## config.mk

```make
export PLATFORM = sky130hd
export DESIGN_NAME = btb_update_ctrl
export DESIGN_NICKNAME = d
export VERILOG_FILES = /design/src/rtl/btb_update_ctrl.sv
export SDC_FILE = /design/constraint.sdc
export NUM_CORES = 1
export LEC_CHECK = 0
export CORE_MARGIN = 2
export CORE_UTILIZATION = 26
export DETAILED_ROUTE_END_ITERATION = 10
export PLACE_DENSITY = 0.4
export SLEW_MARGIN = 10
export SYNTH_ARGS = -nofsm -noshare
export SYNTH_HDL_FRONTEND = slang
export SYNTH_SLANG_ARGS = --single-unit
```

## constraint.sdc

```tcl
create_clock -name clk_i -period 4.25 [get_ports clk_i]
set_input_delay 0.85 -clock clk_i [delete_from_list [all_inputs] [get_ports clk_i]]
set_output_delay 0.85 -clock clk_i [all_outputs]
set_load 0.02 [all_outputs]
```

## src/rtl/btb_update_ctrl.sv

```systemverilog
// Purpose : single owner of the BTB write port; queues EX branch updates and runs the invalidate sweep.
// Latency : an update accepted into an empty queue is written the next cycle unless fetch reads that index.
// Backpr. : upd_ready drops when the queue is full, during an invalidate request and while not IDLE.
//
// Ports
//   clk_i, rst                       clock (rising edge), asynchronous active-high reset
//   upd_valid_i/upd_ready_o          EX update handshake; upd_pc_i (tag) and upd_target_i captured on transfer
//   fetch_valid_i, fetch_index_i     concurrent fetch lookup; a write to the same index is held off
//   inv_req_i, inv_busy_o, inv_done_o  invalidate-all request, sweep in progress, sweep-finished pulse
//   btb_we_o, btb_idx_o, btb_tag_o, btb_tgt_o, btb_vld_o  BTB write port
module btb_update_ctrl #(
    parameter int PC_W       = 32,
    parameter int IDX_W      = 3,
    parameter int FIFO_DEPTH = 4,
    parameter int STALL_MAX  = 3
) (
    input  logic             clk_i,
    input  logic             rst,
    input  logic             upd_valid_i,
    output logic             upd_ready_o,
    input  logic [PC_W-1:0]  upd_pc_i,
    input  logic [PC_W-1:0]  upd_target_i,
    input  logic             fetch_valid_i,
    input  logic [IDX_W-1:0] fetch_index_i,
    input  logic             inv_req_i,
    output logic             inv_busy_o,
    output logic             inv_done_o,
    output logic             btb_we_o,
    output logic [IDX_W-1:0] btb_idx_o,
    output logic [PC_W-1:0]  btb_tag_o,
    output logic [PC_W-1:0]  btb_tgt_o,
    output logic             btb_vld_o
);

    localparam int AW = $clog2(FIFO_DEPTH);
    localparam int PW = AW + 1;
    localparam int SW = $clog2(STALL_MAX + 1);
    localparam logic [SW-1:0] STALL_LIM = SW'(STALL_MAX);
    localparam logic [PW-1:0] DEPTH_CNT = PW'(FIFO_DEPTH);

    typedef enum logic [1:0] {
        IDLE  = 2'd0,
        SWEEP = 2'd1,
        DONE  = 2'd2
    } state_t;

    state_t state, state_nxt;

    // Pending-update queue. Only the PC is stored; the BTB index is
    // re-derived from the PC at the head, so no separate index field.
    logic [PC_W-1:0] pc_mem  [FIFO_DEPTH];
    logic [PC_W-1:0] tgt_mem [FIFO_DEPTH];

    // Pointers carry one extra bit so full and empty are distinguishable.
    logic [PW-1:0]    wr_ptr, rd_ptr, count;
    logic             full, empty;
    logic             push, pop, flush;

    logic [IDX_W-1:0] sweep_cnt, sweep_nxt;
    logic [SW-1:0]    stall_cnt, stall_nxt;

    logic [PC_W-1:0]  head_pc, head_tgt;
    logic [IDX_W-1:0] head_idx;
    logic             conflict;

    assign count    = wr_ptr - rd_ptr;
    assign full     = (count == DEPTH_CNT);
    assign empty    = (count == '0);

    assign head_pc  = pc_mem[rd_ptr[AW-1:0]];
    assign head_tgt = tgt_mem[rd_ptr[AW-1:0]];
    // Instructions are word aligned, so the index starts above bit 1.
    assign head_idx = head_pc[IDX_W+1:2];
    assign conflict = fetch_valid_i && (fetch_index_i == head_idx);

    assign push     = upd_valid_i && upd_ready_o;

    // ------------------------------------------------------------------
    // State register
    // ------------------------------------------------------------------
    always_ff @(posedge clk_i or posedge rst) begin
        if (rst) begin
            state     <= IDLE;
            sweep_cnt <= '0;
            stall_cnt <= '0;
        end else begin
            state     <= state_nxt;
            sweep_cnt <= sweep_nxt;
            stall_cnt <= stall_nxt;
        end
    end

    // ------------------------------------------------------------------
    // Next state, counters and write-port outputs
    // ------------------------------------------------------------------
    always_comb begin
        state_nxt   = state;
        sweep_nxt   = sweep_cnt;
        stall_nxt   = stall_cnt;
        flush       = 1'b0;
        pop         = 1'b0;
        upd_ready_o = 1'b0;
        inv_busy_o  = 1'b0;
        inv_done_o  = 1'b0;
        btb_we_o    = 1'b0;
        btb_idx_o   = '0;
        btb_tag_o   = '0;
        btb_tgt_o   = '0;
        btb_vld_o   = 1'b0;

        case (state)
            IDLE: begin
                // No bypass: a full queue refuses even if it pops now.
                upd_ready_o = !full && !inv_req_i;

                // Yield to fetch, unless the head has already waited
                // STALL_MAX cycles; then the write goes regardless.
                if (!empty && (!conflict || stall_cnt == STALL_LIM)) begin
                    btb_we_o  = 1'b1;
                    btb_idx_o = head_idx;
                    btb_tag_o = head_pc;
                    btb_tgt_o = head_tgt;
                    btb_vld_o = 1'b1;
                    pop       = 1'b1;
                end

                if (inv_req_i) begin
                    // Any write issued this cycle still lands; the rest
                    // of the queue is stale once everything is cleared.
                    state_nxt = SWEEP;
                    flush     = 1'b1;
                    sweep_nxt = '0;
                    stall_nxt = '0;
                end else if (pop || empty) begin
                    stall_nxt = '0;
                end else if (conflict && stall_cnt != STALL_LIM) begin
                    stall_nxt = stall_cnt + 1'b1;
                end
            end

            SWEEP: begin
                // Fetch lookups are not honoured here: entries are being
                // invalidated and any hit would be discarded anyway.
                btb_we_o   = 1'b1;
                btb_idx_o  = sweep_cnt;
                inv_busy_o = 1'b1;
                sweep_nxt  = sweep_cnt + 1'b1;
                stall_nxt  = '0;
                if (sweep_cnt == '1) begin
                    state_nxt = DONE;
                end
            end

            DONE: begin
                inv_done_o = 1'b1;
                state_nxt  = IDLE;
            end

            default: begin
                state_nxt = IDLE;
            end
        endcase
    end

    // ------------------------------------------------------------------
    // Queue pointers
    // ------------------------------------------------------------------
    always_ff @(posedge clk_i or posedge rst) begin
        if (rst) begin
            wr_ptr <= '0;
            rd_ptr <= '0;
        end else if (flush) begin
            // upd_ready is low whenever flush is high, so nothing is lost
            // from the write side here.
            wr_ptr <= '0;
            rd_ptr <= '0;
        end else begin
            if (push) begin
                wr_ptr <= wr_ptr + 1'b1;
            end
            if (pop) begin
                rd_ptr <= rd_ptr + 1'b1;
            end
        end
    end

    // Queue storage is data only and needs no reset.
    always_ff @(posedge clk_i) begin
        if (push) begin
            pc_mem[wr_ptr[AW-1:0]]  <= upd_pc_i;
            tgt_mem[wr_ptr[AW-1:0]] <= upd_target_i;
        end
    end

endmodule

```

# Yosys cells after proc, flatten, opt, wreduce, memory -nomap -nowiden
# Memory sizes are Yosys's and may differ from the RTL's.
# Cells that the tools add are included.
# word_totals
register_bits	13
ram_bits	256
inputBits	72
memories	2
# op_classes
addsub	5
eq_ne	10
mux	31
reduce_logical	19
# mem_list
memory	depth	word_bits	read_ports	rd_ports_with_merged_regs	write_ports	line_no	source
pc_mem	4	32	1	0	1	51	logic [PC_W-1:0] pc_mem [FIFO_DEPTH];
tgt_mem	4	32	1	0	1	52	logic [PC_W-1:0] tgt_mem [FIFO_DEPTH];
# op_table
operator	count
2-to-1 mux 32 bit	4
2-to-1 mux 3 bit	6
case mux 3 bit (2 select lines)	2
2-to-1 mux 1 bit	11
2-to-1 mux 2 bit	5
adder 3 x 1 -> 3 bit, second input constant	3
case mux 2 bit (2 select lines)	2
equality test 3 bit, second input constant	2
inequality test 2 bit, second input constant	3
AND reduction 2 bit	3
nonzero test 2 bit	3
logical AND 1 bit	5
equality test 2 bit, second input constant	2
logical NOT 1 bit	4
inequality test 4 bit, second input constant	1
equality test 3 bit	1
logical NOT 3 bit	1
subtractor 3 bit	1
adder 2 x 1 -> 2 bit, second input constant	1
equality test 2 x 1 -> 1 bit, second input constant	1
logical NOT 2 bit	1
logical OR 1 bit	2
case mux 1 bit (2 select lines)	1

# Longest topological paths before layout
# An unclocked memory read counts as a cell.
# logic_depth
word_depth	12
depth_mapped	10
depth_no_buf	7

# Least setup slack after synthesis
# Ideal clock, no wire load.
# synth_path
path_kind	reg2reg
startpoint	register rd_ptr[1]
endpoint	memory pc_mem[0][0], enable pin
setup_ns	0.429
arrival_ns	3.505
required_ns	3.821
slack_ns	0.316
path_stages_with_launch	9
synth_period_minus_slack_ns	3.934
cell_sequence	dfrtp_1 clkbuf_1 clkbuf_1 inv_1 ha_1 nor2b_1 xnor2_1 o211a_1 and2_1
# synth_via
elab_chain_cells	8
# synth_lines
item	line_no	source
start: declaration	55	logic [PW-1:0] wr_ptr, rd_ptr, count;
start signal: assignment	182	rd_ptr <= rd_ptr + 1'b1;
subtractor 3 bit	66	assign count = wr_ptr - rd_ptr;
equality test 3 bit	67	assign full = (count == DEPTH_CNT);
logical NOT 1 bit	114	upd_ready_o = !full && !inv_req_i;
logical AND 1 bit	114	
2-to-1 mux 1 bit	111	case (state)
logical AND 1 bit	76	assign push = upd_valid_i && upd_ready_o;
2-to-1 mux 1 bit	189	if (push) begin
2-to-1 mux 1 bit (not written as such)	190	pc_mem[wr_ptr[AW-1:0]] <= upd_pc_i;
end: declaration	51	
# Every way passes these cells.

# Final worst setup path
# layout_path
startpoint	register rd_ptr[0]
endpoint	output btb_tag_o[31]
# layout_via
elab_chain_cells	8
elab_cells_between_ends	11
# layout_lines
item	line_no	source
memory (4 x 32 bit)	-	
equality test 3 bit	74	assign conflict = fetch_valid_i && (fetch_index_i == head_idx);
logical AND 1 bit	74	
logical NOT 1 bit	118	if (!empty && (!conflict || stall_cnt == STALL_LIM)) begin
logical OR 1 bit	118	
logical AND 1 bit	118	
2-to-1 mux 32 bit *	118	
2-to-1 mux 32 bit *	111	
end: declaration	30	output logic [PC_W-1:0] btb_tag_o,
# Mark *: on every way between the ends. The rest lies on a longest branch, timed or not.

==> flow_results.xml <==
<?xml version="1.0" encoding="UTF-8"?>
<metrics>
  <group name="run_status">
    <metric name="run_status" unit="">completed</metric>
  </group>
  <group name="route">
    <metric name="routed_via_density" unit="">4.447</metric>
    <metric name="drt_first_pass_iters" unit="">4</metric>
    <metric name="remaining_drc_errors" unit="">0</metric>
    <metric name="drt-total-wl" unit="um">26480</metric>
    <metric name="drt_iter0_drcs" unit="">260</metric>
    <metric name="num_vias" unit="">5465</metric>
    <metric name="routedWlPerCell" unit="um">21.54</metric>
    <metric name="drt.antenna.violating_nets" unit="">0</metric>
  </group>
  <group name="placed_design">
    <metric name="gpl.final_weighted_congestion" unit="">0.7474</metric>
    <metric name="port_buffers" unit="">143</metric>
    <metric name="placedInstanceArea" unit="sq mm">0.01272</metric>
    <metric name="dp_hpwl" unit="um">15090</metric>
  </group>
  <group name="synthesis">
    <metric name="avgSynthCellArea" unit="sq um">20.62</metric>
    <metric name="post_synth_instance_area" unit="sq mm">0.01054</metric>
    <metric name="post_synth_num_cell_types" unit="">34</metric>
    <metric name="ys_seq_elements" unit="">269</metric>
    <metric name="seq_area_frac_synth" unit="%">76.04</metric>
    <metric name="net_count_after_synthesis" unit="">593</metric>
    <metric name="yosysWarnings" unit="">0</metric>
    <metric name="syn-instance-count" unit="">511</metric>
    <metric name="number_of_enable_flip_flop_cells_after_synthesis" unit="">256</metric>
    <metric name="synthFlopType" unit="">edfxtp_1</metric>
    <metric name="share_of_synthesized_registers_carrying_an_async_set_or_reset" unit="%">4.833</metric>
  </group>
  <group name="cts">
    <metric name="cts_hold_buffers" unit="">0</metric>
    <metric name="ctsHtreeMaxLevel" unit="">1</metric>
    <metric name="clkSlewWorstSetupHoldPaths" unit="ns">0.06</metric>
    <metric name="clock-sinks" unit="">269</metric>
    <metric name="clk_path_buf_depth" unit="">3</metric>
    <metric name="cts_inserted_buffers" unit="">30</metric>
    <metric name="clock-root-buffer" unit="">clkbuf_16</metric>
    <metric name="tritoncts" unit="">yes</metric>
    <metric name="insertion_delay" unit="ns">0.55</metric>
  </group>
  <group name="final_layout">
    <metric name="fillCellCount" unit="">3732</metric>
    <metric name="growth_of_design_area_from_synthesis_to_finish" unit="%">30.90</metric>
    <metric name="layout_common_cells" unit="">256 x edfxtp_1, 142 x clkdlybuf4s50_1, 64 x mux4_2</metric>
    <metric name="utilization" unit="%">34.56</metric>
    <metric name="layout_commonest_cell" unit="">edfxtp_1</metric>
    <metric name="seqCellArea" unit="sq mm">0.008020</metric>
    <metric name="postLayoutCellArea" unit="sq mm">0.01379</metric>
    <metric name="finalNetCount" unit="">761</metric>
    <metric name="multi_input_area" unit="sq mm">0.002396</metric>
    <metric name="proportion_of_layout_cells_with_a_drive_suffix_above_1" unit="%">19.63</metric>
  </group>
  <group name="sta">
    <metric name="max_freq" unit="MHz">245.5</metric>
    <metric name="min_period_over_period" unit="%">95.86</metric>
    <metric name="timing.setup.tns" unit="ns">0</metric>
    <metric name="tightestPinTransition" unit="ns">0.7876</metric>
    <metric name="headroom_to_the_max_slew_limit" unit="%">47.49</metric>
    <metric name="period_minus_slack" unit="ns">4.074</metric>
    <metric name="finalSetupViolCount" unit="">0</metric>
    <metric name="max_slew_violation_count" unit="">0</metric>
    <metric name="grt_setup_unrepaired" unit="">false</metric>
    <metric name="finalHoldViolCount" unit="">0</metric>
    <metric name="final.setup_skew" unit="ns">0.006093</metric>
  </group>
  <group name="floorplanning">
    <metric name="floorplan.initialDensity" unit="%">26.40</metric>
    <metric name="rows" unit="">73</metric>
    <metric name="core_area" unit="sq mm">0.03991</metric>
    <metric name="die_x" unit="um">205.3</metric>
    <metric name="pin_count" unit="">144</metric>
    <metric name="die-area" unit="sq mm">0.04216</metric>
    <metric name="die_y" unit="um">205.3</metric>
  </group>
  <group name="critical_path">
    <metric name="critPathRequiredTime" unit="ns">3.40</metric>
    <metric name="worst_setup_path_end_kind" unit="">primary output</metric>
    <metric name="timing.critical_path.arrival" unit="ns">3.22</metric>
    <metric name="crit_start" unit="">rd_ptr[0]$_DFFE_PP0P_</metric>
    <metric name="worst-path-max-fanout" unit="">24</metric>
    <metric name="setup.worst_path.start_class" unit="">flip-flop</metric>
    <metric name="path_class" unit="">reg2out</metric>
    <metric name="reg2regPathDepth" unit="">6</metric>
    <metric name="rr_startpoint" unit="">rd_ptr[0]$_DFFE_PP0P_</metric>
    <metric name="worst_r2r_setup_slack" unit="ns">1.23</metric>
  </group>
  <group name="pwr">
    <metric name="power_leakage" unit="nW">4.649</metric>
    <metric name="overall_power_after_layout" unit="W">0.008518</metric>
    <metric name="power-per-cell-area" unit="mW/mm^2">617.6</metric>
    <metric name="vdd.ir_drop.worst" unit="uV">284.6</metric>
  </group>
  <group name="min_path">
    <metric name="hold_path.class" unit="">reg2reg</metric>
    <metric name="hold_path_startpoint" unit="">stall_cnt[0]$_DFFE_PP0P_</metric>
    <metric name="min_path_cells" unit="">1</metric>
  </group>
  <group name="global_route">
    <metric name="grt_first_pass_wirelength" unit="um">39390</metric>
    <metric name="grt_start_max_net_pins" unit="">49</metric>
    <metric name="grt_pass1_vias" unit="">6116</metric>
    <metric name="globalRouteTotalUtil" unit="%">12.70</metric>
    <metric name="grt_antenna_before_repair" unit="">2</metric>
    <metric name="global_route.overflow_total" unit="">0</metric>
  </group>
  <group name="job">
    <metric name="cap_viol_max_count" unit="">0</metric>
  </group>
</metrics>
-- critical path: stages, from the launching register on --
cell and delay (ns):
dfrtp_4 0.54, ha_1 0.20, nor2b_1 0.13, xnor2_1 0.22, a311oi_4 0.40, bufbuf_16 0.40
and3_1 0.18, clkdlybuf4s50_1 0.61
-- sequential cells by signal, summed over array words and instances, names as in the netlist --
name and flops:
pc_mem 128, tgt_mem 128, rd_ptr 3, sweep_cnt 3, wr_ptr 3, stall_cnt 2
state 2
-- layer usage --
| layer | GRT usage [%] | up-vias | part of all wire [%] |
|---|---|---|---|
| met5 | 0 | - | 0.045 |
| met4 | 3.957 | 2 | 2.3 |
| met3 | 2.629 | 44 | 4.7 |
| met2 | 21.49 | 123 | 50 |
| met1 | 16.36 | 2862 | 43 |
| li1 | - | 2434 | - |
-- area by class of cell --
type / count / area share (%)
flip-flops and latches: 269 / 58.15
multi-input cells: 204 / 17.37
repair buffers: 166 / 12.46
clock buffers: 34 / 5.706
well taps: 525 / 4.762
clock inverters: 22 / 1.315
inverters: 8 / 0.2177
diodes: 1 / 0.01814
-- power breakdown --
group	internal (W)	switching [W]	leakage (nW)
clock	0.00150	0.00101	0.473
combinational	0.00137	0.00147	1.70
sequential	0.00308	0.0000838	2.47
total	0.00595	0.00257	4.65
-- logic make-up (layout without fill, tap and decap cells) --
family	Yosys count	in the layout	synth area share (%)
buffers and inverters	38	230	1.484
multiplexers	66	66	13.88
AND/OR/NAND/NOR	99	99	5.521
AO/OA/AOI/OAI	23	23	1.389
flip-flops	269	269	76.04
adder cells (fa/ha/maj)	10	10	1.187
other	0	1	0
XOR/XNOR	6	6	0.4987
-- cell usage after synthesis, types with 2 or more instances --
library cell    n  area [sq um]
a21oi_1         3         15.01
and2_1          6         37.54
nor2b_1         3         18.77
o21a_1          2         15.01
xnor2_1         5         43.79
nand3_1         4         20.02
inv_1           8         30.03
edfxtp_1      256          7687
mux4_2         64          1441
nor2_1          3         11.26
and3_1         63         394.1
nand2_1        13         48.80
o21ai_0        10         50.05
dfrtp_1        13         325.3
o31ai_1         2         15.01
buf_2           8         40.04
a21o_1          2         15.01
clkbuf_1       21         78.83
ha_1           10         125.1
-- through the flow --
step / setup WS [ns] / hold WS, ns / instances
after floorplan: 0.3160 / 0.4570 / 511
after global placement: 0.5350 / 0.4754 / 1166
after detailed placement: 0.4194 / 0.4890 / 1166
after CTS: 0.02244 / 0.5029 / 1226
after global routing: 0.009643 / 0.5318 / 1228
final: 0.1759 / 0.4958 / 1229
-- path summary, 6_finish.rpt --
check / endpoint
worst min register to register: stall_cnt[0]$_DFFE_PP0P_
worst max-delay path: btb_tag_o[31]
worst min-delay path: stall_cnt[0]$_DFFE_PP0P_
max in group asynchronous: rd_ptr[1]$_DFFE_PP0P_
min in group asynchronous: sweep_cnt[0]$_DFFE_PP0P_
worst max register to register: pc_mem[0][26]$_DFFE_PP_
-- timing repair --
action,in CTS,in global routing
resized for setup,1,1
pin swaps,1,1
setup endpoints to repair,7,46
buffers inserted,2,2
cloned,2,0
No activity file was read; power rests on OpenSTA's default activity.
